==> src/rtl/chiplet_types_pkg.sv <==
// chiplet_types_pkg
// Shared types for the chiplet switch.
//   OUTSTAGE_MAX_VCS : upper bound on virtual channels an outport stage may use
//   vc_id_t          : VC identifier carried inside a flit
//   flit_t           : link flit (head/tail markers, VC id, payload)
//   lock_state_e     : per-VC wormhole lock state used by switch_outport_stage
package chiplet_types_pkg;

  localparam int OUTSTAGE_MAX_VCS = 16;
  localparam int VC_ID_W          = $clog2(OUTSTAGE_MAX_VCS);
  localparam int FLIT_DATA_W      = 32;

  typedef logic [VC_ID_W-1:0] vc_id_t;

  typedef struct packed {
    logic                   head;
    logic                   tail;
    vc_id_t                 vc;
    logic [FLIT_DATA_W-1:0] data;
  } flit_t;

  typedef enum logic {
    LK_FREE   = 1'b0,
    LK_LOCKED = 1'b1
  } lock_state_e;

  // Index width that stays legal (>=1) for a single-entry range.
  function automatic int idx_width(input int n);
    return (n > 1) ? $clog2(n) : 1;
  endfunction

endpackage

==> src/rtl/outport_credit_counter.sv <==
// outport_credit_counter
// Downstream credit tracker for one virtual channel.
// Ports:
//   clk, rst  : clock, asynchronous active-high reset
//   i_dec     : a flit was sent on this VC (only issued while o_avail)
//   i_inc     : downstream returned one slot
//   o_count   : current credit count, resets to BUFFER_SIZE
//   o_avail   : count is non-zero, VC may send
//   o_err     : sticky, a return arrived while already full with no send
module outport_credit_counter #(
  parameter int BUFFER_SIZE = 8,
  parameter int CRED_W      = $clog2(BUFFER_SIZE + 1)
) (
  input  logic              clk,
  input  logic              rst,
  input  logic              i_dec,
  input  logic              i_inc,
  output logic [CRED_W-1:0] o_count,
  output logic              o_avail,
  output logic              o_err
);

  localparam logic [CRED_W-1:0] FULL = CRED_W'(BUFFER_SIZE);

  logic [CRED_W-1:0] r_count;
  logic              r_err;

  always_ff @(posedge clk or posedge rst) begin
    if (rst) begin
      r_count <= FULL;
      r_err   <= 1'b0;
    end else begin
      case ({i_dec, i_inc})
        2'b10: if (r_count != '0) r_count <= r_count - CRED_W'(1);
        // Overflowing return is dropped but remembered.
        2'b01: if (r_count == FULL) r_err <= 1'b1;
               else                 r_count <= r_count + CRED_W'(1);
        default: ; // none, or send and return cancel out
      endcase
    end
  end

  assign o_count = r_count;
  assign o_avail = (r_count != '0);
  assign o_err   = r_err;

endmodule

==> src/rtl/switch_outport_stage.sv <==
// switch_outport_stage
// Output-port stage: round-robin arbitration of NUM_IN input buffers onto one
// link, NUM_VCS downstream VCs with credit flow control and wormhole locks.
// Optional macro OUTSTAGE_LOCK_TIMEOUT_EN: per-VC idle counter that forcibly
// frees a lock whose owner has not sent for LOCK_TIMEOUT cycles.
// Ports:
//   clk, rst       : clock, asynchronous active-high reset
//   in_valid/flit/vc/last : head-of-buffer flit per input and its output VC
//   in_pop         : one-hot combinational grant (flit consumed this cycle)
//   credit_return  : per-VC returned slot
//   out_valid/flit : registered flit toward the link (vc field = in_vc)
//   credits        : per-VC credit counts
//   credit_err     : sticky credit overflow
//   timeout_err    : sticky forced lock release (0 without the macro)
module switch_outport_stage
  import chiplet_types_pkg::*;
#(
  parameter int NUM_IN       = 8,
  parameter int NUM_VCS      = 2,
  parameter int BUFFER_SIZE  = 8,
  parameter int LOCK_TIMEOUT = 256,
  localparam int VC_W        = (NUM_VCS > 1) ? $clog2(NUM_VCS) : 1,
  localparam int CRED_W      = $clog2(BUFFER_SIZE + 1)
) (
  input  logic                            clk,
  input  logic                            rst,
  input  logic [NUM_IN-1:0]               in_valid,
  input  flit_t [NUM_IN-1:0]              in_flit,
  input  logic [NUM_IN-1:0][VC_W-1:0]     in_vc,
  input  logic [NUM_IN-1:0]               in_last,
  output logic [NUM_IN-1:0]               in_pop,
  input  logic [NUM_VCS-1:0]              credit_return,
  output logic                            out_valid,
  output flit_t                           out_flit,
  output logic [NUM_VCS-1:0][CRED_W-1:0]  credits,
  output logic                            credit_err,
  output logic                            timeout_err
);

  localparam int IDX_W = idx_width(NUM_IN);

  // ---------------- state ----------------
  lock_state_e                      r_lock_st [NUM_VCS];
  lock_state_e                      w_lock_st_nxt [NUM_VCS];
  logic [NUM_VCS-1:0][IDX_W-1:0]    r_lock_owner;
  logic [NUM_VCS-1:0][IDX_W-1:0]    w_lock_owner_nxt;
  logic [IDX_W-1:0]                 r_ptr;

  // ---------------- combinational ----------------
  logic [NUM_VCS-1:0]               w_cred_ok;
  logic [NUM_VCS-1:0]               w_cred_err;
  logic [NUM_VCS-1:0]               w_vc_gnt;
  logic [NUM_VCS-1:0]               w_idle_hit;
  logic [NUM_IN-1:0]                w_elig;
  logic [NUM_IN-1:0]                w_gnt;
  logic                             w_gnt_any;
  logic [IDX_W-1:0]                 w_gnt_idx;
  logic [VC_W-1:0]                  w_gnt_vc;
  logic                             w_gnt_last;
  flit_t                            w_out_flit;

  // Eligibility: matching the VC by loop keeps out-of-range in_vc values from
  // ever matching (and from indexing past the per-VC arrays).
  always_comb begin
    w_elig = '0;
    for (int i = 0; i < NUM_IN; i++) begin
      for (int v = 0; v < NUM_VCS; v++) begin
        if (in_valid[i] && (in_vc[i] == VC_W'(v)) && w_cred_ok[v] &&
            ((r_lock_st[v] == LK_FREE) || (r_lock_owner[v] == IDX_W'(i))))
          w_elig[i] = 1'b1;
      end
    end
  end

  // Round-robin: first eligible input at or after the pointer, wrapping.
  always_comb begin
    int idx;
    idx       = 0;
    w_gnt     = '0;
    w_gnt_any = 1'b0;
    w_gnt_idx = '0;
    for (int k = 0; k < NUM_IN; k++) begin
      idx = int'(r_ptr) + k;
      if (idx >= NUM_IN) idx = idx - NUM_IN;
      if (!w_gnt_any && w_elig[idx]) begin
        w_gnt_any = 1'b1;
        w_gnt_idx = IDX_W'(idx);
      end
    end
    if (w_gnt_any) w_gnt[w_gnt_idx] = 1'b1;
  end

  assign in_pop     = w_gnt;
  assign w_gnt_vc   = in_vc[w_gnt_idx];
  assign w_gnt_last = in_last[w_gnt_idx];

  always_comb begin
    w_vc_gnt = '0;
    for (int v = 0; v < NUM_VCS; v++)
      w_vc_gnt[v] = w_gnt_any && (w_gnt_vc == VC_W'(v));
  end

  // ---------------- credit counters ----------------
  for (genvar v = 0; v < NUM_VCS; v++) begin : g_vc
    outport_credit_counter #(
      .BUFFER_SIZE (BUFFER_SIZE),
      .CRED_W      (CRED_W)
    ) u_cred (
      .clk     (clk),
      .rst     (rst),
      .i_dec   (w_vc_gnt[v]),
      .i_inc   (credit_return[v]),
      .o_count (credits[v]),
      .o_avail (w_cred_ok[v]),
      .o_err   (w_cred_err[v])
    );
  end

  assign credit_err = |w_cred_err;

  // ---------------- lock timeout (optional) ----------------
`ifdef OUTSTAGE_LOCK_TIMEOUT_EN
  localparam int IDLE_W = $clog2(LOCK_TIMEOUT + 1);

  logic [NUM_VCS-1:0][IDLE_W-1:0] r_idle;
  logic                           r_timeout_err;

  // A locked VC can only be granted to its owner, so any grant on the VC
  // counts as owner activity. Release fires at the end of the
  // LOCK_TIMEOUT-th consecutive idle cycle.
  always_comb begin
    w_idle_hit = '0;
    for (int v = 0; v < NUM_VCS; v++)
      w_idle_hit[v] = (r_lock_st[v] == LK_LOCKED) && !w_vc_gnt[v] &&
                      (r_idle[v] == IDLE_W'(LOCK_TIMEOUT - 1));
  end

  always_ff @(posedge clk or posedge rst) begin
    if (rst) begin
      r_idle        <= '0;
      r_timeout_err <= 1'b0;
    end else begin
      for (int v = 0; v < NUM_VCS; v++) begin
        if ((r_lock_st[v] == LK_LOCKED) && !w_vc_gnt[v] && !w_idle_hit[v])
          r_idle[v] <= r_idle[v] + IDLE_W'(1);
        else
          r_idle[v] <= '0;
      end
      if (|w_idle_hit) r_timeout_err <= 1'b1;
    end
  end

  assign timeout_err = r_timeout_err;
`else
  assign w_idle_hit  = '0;
  assign timeout_err = 1'b0;
`endif

  // ---------------- lock FSMs ----------------
  always_comb begin
    for (int v = 0; v < NUM_VCS; v++) begin
      w_lock_st_nxt[v]    = r_lock_st[v];
      w_lock_owner_nxt[v] = r_lock_owner[v];
      case (r_lock_st[v])
        LK_FREE: begin
          // Single-flit packets (head = tail) never take the lock.
          if (w_vc_gnt[v] && !w_gnt_last) begin
            w_lock_st_nxt[v]    = LK_LOCKED;
            w_lock_owner_nxt[v] = w_gnt_idx;
          end
        end
        LK_LOCKED: begin
          if ((w_vc_gnt[v] && w_gnt_last) || w_idle_hit[v])
            w_lock_st_nxt[v] = LK_FREE;
        end
        default: w_lock_st_nxt[v] = LK_FREE;
      endcase
    end
  end

  always_ff @(posedge clk or posedge rst) begin
    if (rst) begin
      for (int v = 0; v < NUM_VCS; v++) r_lock_st[v] <= LK_FREE;
      r_lock_owner <= '0;
    end else begin
      for (int v = 0; v < NUM_VCS; v++) r_lock_st[v] <= w_lock_st_nxt[v];
      r_lock_owner <= w_lock_owner_nxt;
    end
  end

  // ---------------- RR pointer and output register ----------------
  always_comb begin
    w_out_flit    = in_flit[w_gnt_idx];
    w_out_flit.vc = vc_id_t'(w_gnt_vc);
  end

  always_ff @(posedge clk or posedge rst) begin
    if (rst) begin
      r_ptr     <= '0;
      out_valid <= 1'b0;
      out_flit  <= '0;
    end else begin
      out_valid <= w_gnt_any;
      if (w_gnt_any) begin
        out_flit <= w_out_flit;
        r_ptr    <= (w_gnt_idx == IDX_W'(NUM_IN - 1)) ? '0 : w_gnt_idx + IDX_W'(1);
      end
    end
  end

endmodule

==> config.mk <==
export PLATFORM = sky130hd
export DESIGN_NAME = switch_outport_stage
export DESIGN_NICKNAME = d
export VERILOG_FILES = /design/src/rtl/chiplet_types_pkg.sv /design/src/rtl/outport_credit_counter.sv /design/src/rtl/switch_outport_stage.sv
export SDC_FILE = /design/constraint.sdc
export NUM_CORES = 1
export LEC_CHECK = 0
export BUFFER_PORTS_ARGS = -buffer_cell sky130_fd_sc_hd__buf_4
export CORE_MARGIN = 10
export CORE_UTILIZATION = 25
export CTS_CLUSTER_DIAMETER = 120
export DETAILED_ROUTE_END_ITERATION = 8
export PLACE_DENSITY_LB_ADDON = 0.12
export SLEW_MARGIN = 20
export SYNTH_ARGS = -nofsm -noshare
export SYNTH_HDL_FRONTEND = slang
export SYNTH_SLANG_ARGS = --single-unit
==> constraint.sdc <==
create_clock -name clk -period 22.4 [get_ports clk]
set_input_delay 6.72 -clock clk [delete_from_list [all_inputs] [get_ports clk]]
set_output_delay 6.72 -clock clk [all_outputs]
set_load 0.005 [all_outputs]
### Word level (Yosys, flattened, before mapping)

Cells that the tools add are included.

* reductions and logical operators: 99
* add/sub/neg operators: 20
* bitwise logic cells: 11
* magnitude comparators: 18
* muxes and demuxes: 86
* equal/unequal tests: 25

Operators by type and width (count)
* less-than comparator 32 x 5 -> 1 bit, second input constant: 8
* two-way mux 32 bit: 8
* binary-select mux 38 bit (select 3 bit): 1
* logical AND 1 bit: 62
* two-way mux 1 bit: 47
* two-way mux 38 bit: 1
* subtractor 4 x 4 -> 5 bit, second input constant: 7
* binary-select mux 1 bit (select 3 bit): 10
* >= comparator 4 bit, second input constant: 7
* equality test 3 bit, second input constant: 9
* two-way mux 3 bit: 9
* adder 3 x 3 -> 4 bit, second input constant: 4
* logical OR 1 bit: 16
* two-way mux 4 bit: 4
* case mux 4 bit (2 select lines): 2
* equality test 3 x 2 -> 1 bit, second input constant: 4
* inverter 1 bit: 11
* adder 3 x 2 -> 4 bit, second input constant: 2
* adder 4 x 1 -> 4 bit, second input constant: 2
* equality test 4 bit, second input constant: 2
* zero test 1 bit: 8
* two-way mux 8 bit: 1
* AND reduction 2 bit: 4
* nonzero test 4 bit: 2
* other kinds (18): 28

* word-level logic and storage cells: 273
* bits of input ports: 332
* output and inout bits: 57
* register bits: 57

### Depth between registers and ports, before layout

Gate-level depths: netlist of the first run.

* depth after elaboration: 38
* depth in mapped cells: 27

### Modules after synthesis

From an unflattened synthesis of the first run, not the netlist that was laid out.

* cells, all modules: 744
* area, all modules: 6200.9 um^2

By module, submodules not included
* switch_outport_stage: times used 1, seq. area each 1176.1 um^2, area an instance 5572.8 um^2, cells each 686
* outport_credit_counter: times used 2, seq. area each 126.4 um^2, area an instance 314.1 um^2, cells each 29

### Least setup slack after synthesis of the first run

OpenSTA, ideal clock, no wires.

* path type: input to output
* from: input port in_valid[3]
* to: output port in_pop[5]
* data arrival time: 9620 ps
* stages: 13
* setup slack: 6060 ps
* cells stage by stage: inv_1 a2111oi_0 a31oi_1 mux4_2 mux2i_1 o21ba_2 nor4_4 o22ai_4 buf_2 buf_2 buf_2 buf_2 nor3_1

* cells in the longest elaborated chain, start to end: 35

Ends and longest elaborated chain
* start, declared: RTL line switch_outport_stage.sv:27 `input logic [NUM_IN-1:0] in_valid,`
* logical AND 1 bit (3 in a row): RTL line switch_outport_stage.sv:68 `if (in_valid[i] && (in_vc[i] == VC_W'(v)) && w_cred_ok[v] &&`
* two-way mux 1 bit: RTL line switch_outport_stage.sv:68
* two-way mux 1 bit (*): RTL line switch_outport_stage.sv:68
* binary-select mux 1 bit (select 3 bit): RTL line switch_outport_stage.sv:85 `if (!w_gnt_any && w_elig[idx]) begin`
* two-way mux 1 bit (implied by the code) (2 in a row): RTL line switch_outport_stage.sv:85
* two-way mux 1 bit: RTL line switch_outport_stage.sv:85
* zero test 1 bit: RTL line switch_outport_stage.sv:85
* logical AND 1 bit: RTL line switch_outport_stage.sv:85
* [... 16 more ...]
* zero test 1 bit: RTL line switch_outport_stage.sv:85
* logical AND 1 bit: RTL line switch_outport_stage.sv:85
* two-way mux 3 bit: RTL line switch_outport_stage.sv:85
* less-than comparator 3 x 4 -> 1 bit (implied by the code) / >= comparator 3 x 1 -> 1 bit (equally long branches): RTL line switch_outport_stage.sv:90 `if (w_gnt_any) w_gnt[w_gnt_idx] = 1'b1;`
* logical AND 1 bit (implied by the code): RTL line switch_outport_stage.sv:90
* two-way mux 1 bit (implied by the code): RTL line switch_outport_stage.sv:90
* demux 1 bit (select 3 bit): RTL line switch_outport_stage.sv:90
* two-way mux 8 bit (*): RTL line switch_outport_stage.sv:90
* end, declared: RTL line switch_outport_stage.sv:31 `output logic [NUM_IN-1:0] in_pop,`

Mark *: on every way between the ends. The rest lies on a longest branch, timed or not. The select of a mux whose other input is x is not followed.

### Worst setup path after layout of the first run

* from: input port in_vc[2] (netlist name)
* to: output port in_pop[4]

* cells in the longest elaborated chain, start to end: 36

Ends and longest elaborated chain
* start, declared: RTL line switch_outport_stage.sv:29 `input logic [NUM_IN-1:0][VC_W-1:0] in_vc,`
* inverter 1 bit: RTL line switch_outport_stage.sv:68
* logical AND 1 bit (3 in a row): RTL line switch_outport_stage.sv:68
* two-way mux 1 bit: RTL line switch_outport_stage.sv:68
* two-way mux 1 bit (*): RTL line switch_outport_stage.sv:68
* binary-select mux 1 bit (select 3 bit): RTL line switch_outport_stage.sv:85
* two-way mux 1 bit (implied by the code) (2 in a row): RTL line switch_outport_stage.sv:85
* two-way mux 1 bit: RTL line switch_outport_stage.sv:85
* zero test 1 bit: RTL line switch_outport_stage.sv:85
* [... 17 more ...]
* zero test 1 bit: RTL line switch_outport_stage.sv:85
* logical AND 1 bit: RTL line switch_outport_stage.sv:85
* two-way mux 3 bit: RTL line switch_outport_stage.sv:85
* less-than comparator 3 x 4 -> 1 bit (implied by the code) / >= comparator 3 x 1 -> 1 bit (equally long branches): RTL line switch_outport_stage.sv:90
* logical AND 1 bit (implied by the code): RTL line switch_outport_stage.sv:90
* two-way mux 1 bit (implied by the code): RTL line switch_outport_stage.sv:90
* demux 1 bit (select 3 bit): RTL line switch_outport_stage.sv:90
* two-way mux 8 bit (*): RTL line switch_outport_stage.sv:90

Marks and branches as above.

==> results.yml, run 1 <==
timing:
  hold_viol_final: 0
  tightest_slew_ns: 0.843
  fin_skew_ns: 0.00963
  period_needed_ns: 17.97
  setup_ws_ns: 4.43
  rsz0062_at_grt: "false"
  fin_setup_tns_ns: 0
  slew_violations: 0
  fin_crit_sh_pct: 80.2
  maxSlewHeadroom_pct: 43.6
  setup_viol: 0
  fmax_mhz: 55.7
outcome:
  status: "complete, no violations"
placement:
  io_buffers: 352
  gp_congestion: 0.892
  place_hpwl_mm: 26.8
  placed_cells: 1340
  place_ws_ns: 4.50
  post_dp_cell_area_mm2: 0.00915
grt:
  overflow: 0
  grt_usage_pct: 19.9
  grt_max_degree: 58
  grt_pass1_vias: 7498
  grt_antenna_before_repair: 0
  grt_pass1_wl_mm: 47.8
floorplan:
  dieArea_mm2: 0.0317
  fp.dieH_um: 178
  boundaryPins: 389
  rows: 57
  start_util_pct: 25.6
  die_x_um: 178
  core-area_mm2: 0.0245
synth:
  syn_area_per_cell_um2: 8.85
  synth_top_family_by_area: "compound AO/OA/AOI/OAI gates"
  synth_edf_count: 0
  synth_common_cells: "nand2_1, mux2i_1, dfrtp_1"
  netlist_area_mm2: 0.00625
  yosys.area.top_type: "dfrtp_1"
  yosysUniqueCellTypes: 86
  synth-adder-area-share_pct: 3.04
  ys.flop_type: "dfrtp_1"
  synth-simple-area-share_pct: 15.2
  muxShareOfSynthArea_pct: 21.5
  synth_compound_area_share_pct: 30.5
  yosysMostFrequentCell: "nand2_1"
  synth_top_area_share_pct: 22.0
  synthArstFlopShare_pct: 100
  synth_xor_area_share_pct: 1.40
  yosysSeqAreaShare_pct: 22.8
  ys_ff_latch: 57
  synth.area.top_cells: "dfrtp_1, mux2i_1, mux2_2"
  yosysWarnings: 0
  synthCells: 707
detailed_routing:
  viasPerCell: 5.24
  route.final.wire_length_mm: 32.8
  num_vias: 7103
  wl_per_cell_um: 24.2
  drcViolationCount: 0
  drt_first_iter_violations: 533
  first_pass_iters: 4
  drtAntennaViolNets: 0
clock_network:
  cts_resized: 0
  holdBufCountCts: 0
  tritoncts: "built"
  cts_inserted_buffers: 9
  clock_path_buffers: 2
  cts_max_level: 3
  post_cts_buffers: 0
  clkLatencyLatePin_ns: 0.33
  cts_sinks: 57
  cts-root-buf: "clkbuf_16"
  cts.clk_slew.worst_paths_ns: 0.05
layout:
  area_growth_pct: 52.2
  nNetsFinal: 1373
  drive_above_1_share_pct: 45.7
  fill_cells: 2567
  final_cells: 1356
  post-route-cell-area_mm2: 0.00952
  n_antenna_cell: 0
critical_path:
  cp.required_ns: 15.68
  critical_path_peak_fanout: 40
  arrival_ns: 11.25
  cp-start-kind: "input pin"
  cp-end-kind: "output port"
  worstSetupPathType: "input pin to output port"
min_path:
  hold_class: "register to register"
run:
  maxCapViolCount: 0
==> state kept, by name, indices dropped and copies added (netlist names), named ones only <==
name,flops
g_vc.u_cred.o_err,2
out_valid,1
out_flit,35
r_lock_owner,6
r_ptr,3
g_vc.u_cred.o_count,8
==> layout make-up <==
class                           instances  area [um^2]  area share (%)
Timing Repair Buffer                  365         2740            28.8
Tap cell                              324          405            4.26
Inverter                               20         75.1           0.789
Clock inverter                          5          128            1.34
Clock buffer                           11          233            2.45
Sequential cell                        57         1430            15.0
Multi-Input combinational cell        574         4510            47.4
==> kinds of logic (layout without fill, tap and decap cells) <==
family                   count (synthesis)  count (layout)
flip-flops                              57              57
adder cells (fa/ha/maj)                 14              14
buffers and inverters                   79             401
AO/OA/AOI/OAI                          241             241
multiplexers                           116             116
other                                    1               4
XOR/XNOR                                10              10
AND/OR/NAND/NOR                        189             189
==> through the flow <==
| step | hold WS (ns) | utilization, % |
|---|---|---|
| 4_1_cts | 0.465 | 38.9 |
| 3_3_place_gp | 0.449 | 37.4 |
| 3_5_place_dp | 0.452 | 37.4 |
| 5_1_grt | 0.484 | 38.9 |
| 2_1_floorplan | 0.433 | - |
| 6_report | 0.465 | 38.9 |
==> metal layers <==
layer	GRT usage, %	vias to the layer above	wire, um
li1	-	3394	-
met1	23.1	3428	12900
met2	35.8	257	17300
met3	4.84	24	2110
met4	4.97	0	510
met5	0	-	0
==> final timing paths <==
check | to | startpoint | slack [ns] | cells past startpoint
max reg2reg | g_vc[0].u_cred.o_count[3]$_DFFE_PP1P_ | r_ptr[0]$_DFFE_PP0P_ | 14.96 | 22
max in group asynchronous | out_flit[19]$_DFFE_PP0P_ | rst | 15.26 | 3
min | g_vc[1].u_cred.o_err$_DFFE_PP0P_ | g_vc[1].u_cred.o_err$_DFFE_PP0P_ | 0.47 | 1
max | in_pop[4] | in_vc[2] | 4.43 | 14
min reg2reg | g_vc[1].u_cred.o_err$_DFFE_PP0P_ | g_vc[1].u_cred.o_err$_DFFE_PP0P_ | 0.47 | 1
min in group asynchronous | out_flit[13]$_DFFE_PP0P_ | rst | 6.59 | 3
==> critical path, stage by stage <==
cell and delay, ns:
buf_4 0.12, a2111oi_1 0.73, or2_2 0.28, mux4_2 0.28
nor2_2 0.07, a32oi_1 0.48, o22ai_1 0.20, and2_1 0.24
o211ai_4 0.43, buf_4 0.40, inv_2 0.32, buf_4 0.42
nor4_1 0.34, buf_4 0.18
==> layout by cell type, fill, tap and decap left out, types with 12 or more instances in the layout <==
master     count
buf_4        365
nand2_1       63
mux2i_1       60
dfrtp_1       55
nor2_1        48
mux2_2        42
o21ai_0       33
a21oi_1       28
a221oi_1      27
a31oi_1       24
inv_1         15
a211oi_1      14
o22a_1        14
a221o_1       14
o2bb2ai_1     13
ha_1          12
Power of run 1 is not shown: default switching activity piles up to over one toggle a cycle in this logic, so the estimate is an artifact.
==> inputs of run 2 (changes only) <==
- clock period: 22.4 -> 14.96 ns (I/O delays scaled with it)
==> results.yml, run 2 (synthesis results as in run 1) <==
critical_path:
  path_cells: "buf_4 -> a2111oi_1 -> or2_2 -> mux4_2 -> nor2_2 -> a32oi_1 -> o22ai_1 -> and2_1 -> o211ai_4 -> buf_4 -> nand2_1 -> nor2_1 -> buf_4"
  cp-end-kind: "output port"
  path_buf_inv: 3
  arrival_ns: 8.36
  cp-start-kind: "input pin"
  crit_top_cell: "buf_4"
  cpPeakStageDelay_ns: 0.69
  critical_path_peak_fanout: 14
  slowest_stage: "a2111oi_1"
  crit_family: "compound AO/OA/AOI/OAI gates"
  cp.required_ns: 10.47
  worstSetupPathType: "input pin to output port"
placement:
  io_buffers: 352
  place_hpwl_mm: 26.9
  gp_congestion: 0.888
layout:
  drive_above_1_share_pct: 46.0
  largest_reg_flops: 35
  area_growth_pct: 51.6
  layout_common_cells: "buf_4, nand2_1, mux2i_1"
  largest_register: "out_flit"
  nNetsFinal: 1375
  n_antenna_cell: 0
  layout_commonest_cell: "buf_4"
min_path:
  hold_class: "register to register"
grt:
  grt_max_degree: 58
  use_met2_pct: 35.0
  grt_antenna_before_repair: 0
  grt_usage_pct: 19.6
  met1_usage_pct: 23.0
  grt_pass1_vias: 7531
  overflow: 0
  grt_pass1_wl_mm: 47.2
  met3_usage_pct: 4.67
  busiest_layer: "met2"
timing:
  fin_skew_ns: 0.00904
  fin_crit_sh_pct: 85.9
  maxSlewHeadroom_pct: 24.3
  fmax_mhz: 77.8
  slew_violations: 0
  period_needed_ns: 12.85
  rsz0062_at_grt: "false"
  tightest_slew_ns: 1.13
  setup_viol: 0
  fin_setup_tns_ns: 0
  hold_viol_final: 0
detailed_routing:
  wl_per_cell_um: 24.0
  route.final.wire_length_mm: 32.6
  first_pass_iters: 5
  num_vias: 7008
  drcViolationCount: 0
  drt_first_iter_violations: 547
  drtAntennaViolNets: 0
  viasPerCell: 5.16
clock_network:
  cts_inserted_buffers: 9
  tritoncts: "built"
  cts_max_level: 3
  holdBufCountCts: 0
  cts-root-buf: "clkbuf_16"
  clkLatencyLatePin_ns: 0.33
  cts.clk_slew.worst_paths_ns: 0.05
  cts_sinks: 57
  post_cts_buffers: 0
  clock_path_buffers: 2
  cts_resized: 0
floorplan:
  core-area_mm2: 0.0245
  die_x_um: 178
  fp.dieH_um: 178
  rows: 57
  dieArea_mm2: 0.0317
  start_util_pct: 25.6
  boundaryPins: 389
run:
  maxCapViolCount: 0
outcome:
  status: "complete, no violations"
-- run 2: cell types whose count changed in the layout (fill, tap and decap cells not counted), sizes merged --
cell,before,now
clkinv,1,2
buf,365,367
clkinvlp,1,0
bufinv,4,1
clkbuf,11,13
-- run 2: layout make-up --
cell class / instances / area, um^2
clock inverter: 2 / 35.0
tap: 324 / 405
multi-input combinational: 574 / 4500
inverter: 20 / 75.1
clock buffer: 13 / 280
timing repair buffer: 367 / 2760
fill: 2545 / 15000
sequential: 57 / 1430
-- run 2: worst paths after layout --
check / start / to / slack [ns] / cells after the start
max: in_vc[2] / in_pop[1] / 2.11 / 13
min: g_vc[1].u_cred.o_err$_DFFE_PP0P_ / g_vc[1].u_cred.o_err$_DFFE_PP0P_ / 0.46 / 1
max reg2reg: r_ptr[0]$_DFFE_PP0P_ / g_vc[1].u_cred.o_count[3]$_DFFE_PP1P_ / 8.31 / 23
min reg2reg: g_vc[1].u_cred.o_err$_DFFE_PP0P_ / g_vc[1].u_cred.o_err$_DFFE_PP0P_ / 0.46 / 1
max in group asynchronous: rst / r_ptr[0]$_DFFE_PP0P_ / 10.06 / 3
min in group asynchronous: rst / out_flit[13]$_DFFE_PP0P_ / 4.39 / 3
-- run 2: worst reg2reg max path, stage by stage (launching register included) --
cell      delay [ns]
dfrtp_1         0.72
inv_1           0.41
ha_1            0.83
mux4_2          0.70
o221ai_4        0.31
and2_4          0.22
nand3_2         0.13
o211ai_2        0.27
o211ai_4        0.10
buf_4           0.21
inv_2           0.09
buf_4           0.35
mux2i_1         0.35
mux2i_1         0.21
nor2_1          0.28
inv_1           0.08
ha_1            0.22
inv_1           0.15
ha_1            0.25
a21o_1          0.17
a21oi_1         0.16
xnor2_1         0.14
nand2_1         0.08
xnor2_1         0.15
-- run 2: stage by stage --
stage / setup slack, ns / util, % / hold WS [ns] / cells / area (um^2)
4_1_cts: 2.07 / 38.8 / 0.464 / 1357 / 9480
3_3_place_gp: 2.08 / 37.5 / 0.450 / 1342 / 9170
3_5_place_dp: 2.09 / 37.5 / 0.450 / 1342 / 9170
2_1_floorplan: 3.08 / - / 0.433 / 710 / 6260
5_1_grt: 1.81 / 38.8 / 0.474 / 1357 / 9480
6_report: 2.11 / 38.8 / 0.460 / 1357 / 9480
-- run 2: metal layers --
metal,share of wire [%],up-vias
met5,0,-
met4,1.7,0
met3,6.2,31
met2,53,235
met1,39,3345
li1,-,3397
Power of run 2 is left out for the same reason.
